<file path="src/rtl/fetch_queue_pkg.sv">
// Shared constants and the buffered-entry layout for the instruction fetch front end.
// Latency: n/a (types and constants only).
// Backpressure: n/a.
package fetch_queue_pkg;

    localparam logic [31:0] NOP_INSTR        = 32'h0000_0013;
    localparam logic [31:0] RESET_PC_DEFAULT = 32'h0000_0000;

    // One buffered fetch: PC in the upper half, instruction word in the lower half.
    typedef struct packed {
        logic [31:0] pc;
        logic [31:0] instr;
    } fq_entry_t;

endpackage

</file>
<file path="src/rtl/fetch_queue_sync_fifo.sv">
// Generic synchronous FIFO with clear; head is read straight from storage.
// Latency: a push at edge N is visible on head/count from edge N onward.
// Backpressure: none; push when full and pop when empty are ignored, so the caller must respect count.
//
// Ports: clk/reset (async active-low), push/push_data, pop, clear (empties the FIFO,
// overrides push/pop), count (occupancy 0..DEPTH), head (oldest entry, undefined when empty).
module sync_fifo #(
    parameter int WIDTH = 32,
    parameter int DEPTH = 4
) (
    input  logic                     clk,
    input  logic                     reset,
    input  logic                     push,
    input  logic [WIDTH-1:0]         push_data,
    input  logic                     pop,
    input  logic                     clear,
    output logic [$clog2(DEPTH):0]   count,
    output logic [WIDTH-1:0]         head
);

    localparam int PW = $clog2(DEPTH);
    localparam logic [PW:0] FULL = (PW + 1)'(DEPTH);

    logic [WIDTH-1:0] mem [DEPTH];
    logic [PW-1:0]    rd_ptr;
    logic [PW-1:0]    wr_ptr;
    logic             do_push;
    logic             do_pop;

    assign do_push = push & (count != FULL);
    assign do_pop  = pop & (count != '0);
    assign head    = mem[rd_ptr];

    // Storage is not reset; occupancy alone decides what is meaningful.
    always_ff @(posedge clk) begin
        if (do_push) begin
            mem[wr_ptr] <= push_data;
        end
    end

    always_ff @(posedge clk or negedge reset) begin
        if (!reset) begin
            rd_ptr <= '0;
            wr_ptr <= '0;
            count  <= '0;
        end else if (clear) begin
            rd_ptr <= '0;
            wr_ptr <= '0;
            count  <= '0;
        end else begin
            // DEPTH is a power of two, so the pointers wrap naturally.
            if (do_push) begin
                wr_ptr <= wr_ptr + 1'b1;
            end
            if (do_pop) begin
                rd_ptr <= rd_ptr + 1'b1;
            end
            case ({do_push, do_pop})
                2'b10:   count <= count + 1'b1;
                2'b01:   count <= count - 1'b1;
                default: count <= count;
            endcase
        end
    end

endmodule

</file>
<file path="src/rtl/fetch_queue.sv">
// Instruction-fetch front end: issues sequential imem requests, buffers in-order responses with PCs, presents one per cycle.
// Latency: response accepted at edge N is on instr/instr_valid from edge N; request for a redirect target goes out the cycle after redirect.
// Backpressure: requests are credit-limited (queued + in-flight <= DEPTH); stall holds the head; responses are never backpressured.
//
// Ports: clk, reset (async active-low); imem_req_valid/ready/addr request channel;
// imem_rsp_valid/data in-order responses; redirect/redirect_pc from Execute; stall from the
// hazard unit; instr_valid/instr/instr_pc head of queue (NOP and PC 0 when empty).
module fetch_queue
    import fetch_queue_pkg::*;
#(
    parameter int          DEPTH    = 4,
    parameter logic [31:0] RESET_PC = RESET_PC_DEFAULT
) (
    input  logic        clk,
    input  logic        reset,
    output logic        imem_req_valid,
    input  logic        imem_req_ready,
    output logic [31:0] imem_req_addr,
    input  logic        imem_rsp_valid,
    input  logic [31:0] imem_rsp_data,
    input  logic        redirect,
    input  logic [31:0] redirect_pc,
    input  logic        stall,
    output logic        instr_valid,
    output logic [31:0] instr,
    output logic [31:0] instr_pc
);

    localparam int CW = $clog2(DEPTH) + 1;
    localparam logic [CW:0] CREDITS = (CW + 1)'(DEPTH);

    logic [31:0]   fetch_pc;
    logic [CW-1:0] inflight;
    logic [CW-1:0] drop_cnt;
    logic [CW-1:0] q_count;
    logic [CW-1:0] tag_count;
    logic [31:0]   tag_head;
    logic [CW:0]   credit_used;
    logic          req_fire;
    logic          rsp_keep;
    logic          head_pop;
    fq_entry_t     q_push_dat;
    fq_entry_t     q_head;

    // Stale in-flight requests still hold a credit until their response drains.
    assign credit_used    = {1'b0, q_count} + {1'b0, inflight};
    assign imem_req_valid = reset & ~redirect & (credit_used < CREDITS);
    assign imem_req_addr  = fetch_pc;
    assign req_fire       = imem_req_valid & imem_req_ready;

    // A live response always has a tag waiting; the tag_count term only guards a protocol violation.
    assign rsp_keep   = imem_rsp_valid & ~redirect & (drop_cnt == '0) & (tag_count != '0);
    assign head_pop   = instr_valid & ~stall & ~redirect;
    assign q_push_dat = '{pc: tag_head, instr: imem_rsp_data};

    always_ff @(posedge clk or negedge reset) begin
        if (!reset) begin
            fetch_pc <= RESET_PC;
            inflight <= '0;
            drop_cnt <= '0;
        end else if (redirect) begin
            // Everything still outstanding after this cycle's response belongs to the old path.
            fetch_pc <= redirect_pc;
            inflight <= inflight - CW'(imem_rsp_valid);
            drop_cnt <= inflight - CW'(imem_rsp_valid);
        end else begin
            if (req_fire) begin
                fetch_pc <= fetch_pc + 32'd4;
            end
            inflight <= inflight + CW'(req_fire) - CW'(imem_rsp_valid);
            if (imem_rsp_valid && (drop_cnt != '0)) begin
                drop_cnt <= drop_cnt - 1'b1;
            end
        end
    end

    sync_fifo #(
        .WIDTH (32),
        .DEPTH (DEPTH)
    ) u_tag_fifo (
        .clk       (clk),
        .reset     (reset),
        .push      (req_fire),
        .push_data (fetch_pc),
        .pop       (rsp_keep),
        .clear     (redirect),
        .count     (tag_count),
        .head      (tag_head)
    );

    sync_fifo #(
        .WIDTH ($bits(fq_entry_t)),
        .DEPTH (DEPTH)
    ) u_queue (
        .clk       (clk),
        .reset     (reset),
        .push      (rsp_keep),
        .push_data (q_push_dat),
        .pop       (head_pop),
        .clear     (redirect),
        .count     (q_count),
        .head      (q_head)
    );

    assign instr_valid = (q_count != '0);
    assign instr       = instr_valid ? q_head.instr : NOP_INSTR;
    assign instr_pc    = instr_valid ? q_head.pc    : 32'h0000_0000;

endmodule

</file>
<file path="config.mk">
export PLATFORM = sky130hd
export DESIGN_NAME = fetch_queue
export DESIGN_NICKNAME = d
export VERILOG_FILES = /design/src/rtl/fetch_queue_pkg.sv /design/src/rtl/fetch_queue_sync_fifo.sv /design/src/rtl/fetch_queue.sv
export SDC_FILE = /design/constraint.sdc
export NUM_CORES = 1
export LEC_CHECK = 0
export BUFFER_PORTS_ARGS = -buffer_cell sky130_fd_sc_hd__buf_2
export CORE_MARGIN = 2
export CORE_UTILIZATION = 38
export CTS_CLUSTER_DIAMETER = 30
export CTS_CLUSTER_SIZE = 12
export DETAILED_ROUTE_END_ITERATION = 8
export MAX_ROUTING_LAYER = met4
export PLACE_DENSITY_LB_ADDON = 0.05
export SYNTH_ARGS = -nofsm -noshare
export SYNTH_HDL_FRONTEND = slang
export SYNTH_SLANG_ARGS = --single-unit
</file>
<file path="constraint.sdc">
create_clock -name clk -period 3.3 [get_ports clk]
set_clock_uncertainty 0.15 [all_clocks]
set_input_delay 0 -clock clk [delete_from_list [all_inputs] [get_ports clk]]
set_output_delay 0 -clock clk [all_outputs]
set_load 0.05 [all_outputs]
</file>
==> summary.txt <==
Synthesis
  – Number of synthesized flops with an enable pin: 384
  – Synth cell count leaders: edfxtp_1 (384), mux4_2 (96), and2_1 (68), dfrtp_1 (52), nand2_1 (35)
  – Seq/Total Area, Yosys: roughly 73%
  – Top-count cell post-synth: edfxtp_1
  – YS warnings: 0
  – Syn Area/Cell: 18.61 µm²
  – Synthesized Nets: 1038
  – Fraction of registers with async set/reset: 11.93%
  – Post-synthesis cell type count: between 60 and 70
  – Top area cells in the synthesized netlist: edfxtp_1 (65%), mux4_2 (12%), dfrtp_1 (7.4%), and2_1 (2.4%), ha_1 (1.2%)
  – Synthesized area: 17640 µm²
  – Post-synth top area share: 65.36%
  – Dominant cell type by area after synthesis: edfxtp_1
  – Synth Register Bits: 436
  – Ys flop type: edfxtp_1
  – Synthesized instance count: 948

Clocking
  – Clk slew on worst S/H paths: 0.04 ns
  – Clock Root Buffer: clkbuf_16
  – CTS tree: built
  – CTS Buffer Depth: 3
  – # Post-CTS Setup Buffers: 0
  – Clock Latency Late Sink: 0.63 ns
  – Clock H-tree levels: 3
  – Total clock sinks: approximately 440
  – CTS buffer count: 110

Global routing
  – Number of global-route vias before repair: 10820
  – Initial antenna violation count: 0
  – Gr ovfl total: 0
  – M1 GR Usage: about a quarter
  – Met3 Resource Use GR: 4.293%
  – GRT busiest layer: met2
  – Met2 usage: 28.87%
  – GRT Total Usage: 18.71%
  – First-pass GRT wire length: 65.10 mm
  – Pin count of the biggest net entering global routing: between 50 and 60

Placement
  – Post-Place Worst Slack: 0.4293 ns
  – RD Place Congestion: 0.7429
  – Port buffer count: about 170
  – Post-DP HPWL: 25.40 mm

Finish
  – Area growth, synth to finish: 39.22%
  – Diodes inserted: 0
  – Share of layout cells above drive strength 1: 34.93%
  – Fin nets: 1416
  – Area occupied by multi-input gates: 4492 µm²
  – Sequential Area: 12840 µm²
  – Fillcell total: around 3700

Pwr
  – Pleak: 8.928 nW
  – Final Power: 0.01844 W
  – VDD IR max: 0.4755 mV
  – Pwr dens: 750.7 nW/µm²

Detailed routing
  – Drt wl/cell: 20.89 µm
  – Total wire length: 42.19 mm
  – Vias: 10090
  – Final antenna-violating net count: 0
  – Drt initial violations: 509
  – Avg Vias per Cell: 4.993
  – DR pass1 iterations: 4
  – DR DRC count: 0

Floorplan
  – Die Ht: 219.5 µm
  – I/O pins: 168
  – Die Area: 48160 µm²
  – Die Wd: roughly 220 µm
  – Core Box Area: between 40000 and 50000 µm²
  – Initial core utilization: 38.71%
  – Standard-cell rows: 78

Timing
  – Final period demand of the worst path: 2.900 ns
  – Slew Limit Headroom: between 40% and 50%
  – Pins Over Slew Limit: 0
  – Setup WS post-layout: 0.4004 ns
  – RSZ-0062 raised after global routing: false
  – Final Hold Violating Endpoints: 0
  – TNS Setup: 0 ns
  – Fmax: 0.3449 GHz
  – Endpoints failing setup: 0
  – Worst-Margin Slew: 0.8214 ns
  – Final period util: 87.87%

Critical path
  – CP required: between 3 and 4 ns
  – FF-to-FF path depth: 8
  – End of the worst register-to-register path: imem_req_addr[23]$_DFFE_PN0N_
  – CP max-delay cell: nor2_2
  – Worst-path maximum fanout: 28
  – Startpoint types: flip-flop
  – CP max stage delay: 0.55 ns
  – Internal reg-to-reg setup slack: 0.40 ns
  – CP endpoint kind: flip-flop
  – Critical Path, Cell by Cell: ha_1 -> nand3_1 -> and4_1 -> buf_4 -> nor2_2 -> a22oi_1 -> nand3_1 -> dlygate4sd3_1
  – CP arrival: 3.31 ns
  – Most used cell along the critical path: nand3_1
  – Worst Setup Path Type: reg2reg
  – R2R Path Start: u_queue.count[1]$_DFFE_PN0P_

Worst hold path
  – Worst min-delay path category: in2async

Run
  – Max cap viols: 0

Run status
  – Status: finished clean
==> metrics by stage <==
step           cell area, µm²  cells  hold slack, ns  util, %
2_1_floorplan           17650    948         -0.4456        -
3_3_place_gp            19440   1693         0.07029    42.66
3_5_place_dp            19440   1693         0.07144    42.66
4_1_cts                 24560   2020        0.005416    53.88
5_1_grt                 24560   2020         0.01848    53.89
6_report                24560   2020         0.01045    53.89
==> per-layer routing <==
metal  vias to the layer above  wire length [µm]
li1                       4602                 -
met1                      5150             19180
met2                       266             20320
met3                        67              1910
met4                         0               790
met5                         -                 0
==> flip-flops by register name, summed over array words and instances, names as in the netlist <==
name	count
drop_cnt	3
imem_req_addr	32
inflight	3
u_queue.count	3
u_queue.mem	256
u_queue.rd_ptr	2
u_queue.wr_ptr	2
u_tag_fifo.count	3
u_tag_fifo.mem	128
u_tag_fifo.rd_ptr	2
u_tag_fifo.wr_ptr	2
==> final cells by class <==
type                       instances  area share, %
sequential                       436          52.28
multi-input combinational        441          18.29
clock buffer                     125          11.56
timing repair buffer             316          10.16
clock inverter                    81          4.330
tap                              600          3.057
inverter                          21         0.3209
==> worst max-delay path by stage <==
stage	from	endpoint	slack, ns	depth (start not counted)
floorplan	u_queue.count[2]$_DFFE_PN0P_	inflight[2]$_DFF_PN0_	0.39	12
global placement	u_queue.count[2]$_DFFE_PN0P_	inflight[2]$_DFF_PN0_	0.48	11
detailed placement	u_queue.count[2]$_DFFE_PN0P_	inflight[2]$_DFF_PN0_	0.43	11
CTS	u_queue.count[1]$_DFFE_PN0P_	imem_req_addr[23]$_DFFE_PN0N_	0.10	8
global route	u_queue.count[1]$_DFFE_PN0P_	imem_req_addr[23]$_DFFE_PN0N_	0.19	8
finish	u_queue.count[1]$_DFFE_PN0P_	imem_req_addr[23]$_DFFE_PN0N_	0.40	8
==> report_power, final <==
part	switching (W)	total, W	internal (W)
combinational	0.000567	0.000941	0.000374
sequential	0.000200	0.00639	0.00619
clock	0.00320	0.0111	0.00791
total	0.00397	0.0184	0.0145
==> placed cells by master, fill, tap and decap left out, types with 18 or more instances in the layout <==
cell           netlist  routed
buf_12               0      19
bufinv_16            0      23
buf_2               17     167
o21ai_0             18      18
and2_1              68      64
clkbuf_16            0     111
nor2_1              29      28
clkinv_2             0      21
inv_1               21      20
dlygate4sd3_1        0     121
nand2_1             35      35
nand3_1             31      31
dfrtp_1             52      49
mux4_2              96      96
edfxtp_1           384     384
==> worst max-delay path, delay by kind of cell, from the launching register on <==
family / cells / cell delay (ns)
simple gates: 4 / 0.99
compound gates: 1 / 0.15
buf+inv: 2 / 0.78
fa+ha+maj: 1 / 0.31
flops: 1 / 0.46
==> cells by family after synthesis <==
| family | count (synthesis) | synth area share, % |
|---|---|---|
| muxes | 105 | 12.79 |
| buffers and inverters | 71 | 1.872 |
| xor gates and xnor gates | 16 | 0.7944 |
| AOI/OAI and AO/OA | 78 | 3.057 |
| adders and majority gates | 20 | 1.546 |
| DFF | 436 | 72.74 |
| and+or+nand+nor | 222 | 7.206 |
==> timing repair <==
item | in CTS | in global routing
endpoints found under the setup margin | 0 | 2
hold buffers | 121 | 0
resized for setup | 0 | 1
endpoints found under the hold margin | 227 | 0
(Power assumes the default switching activity.)
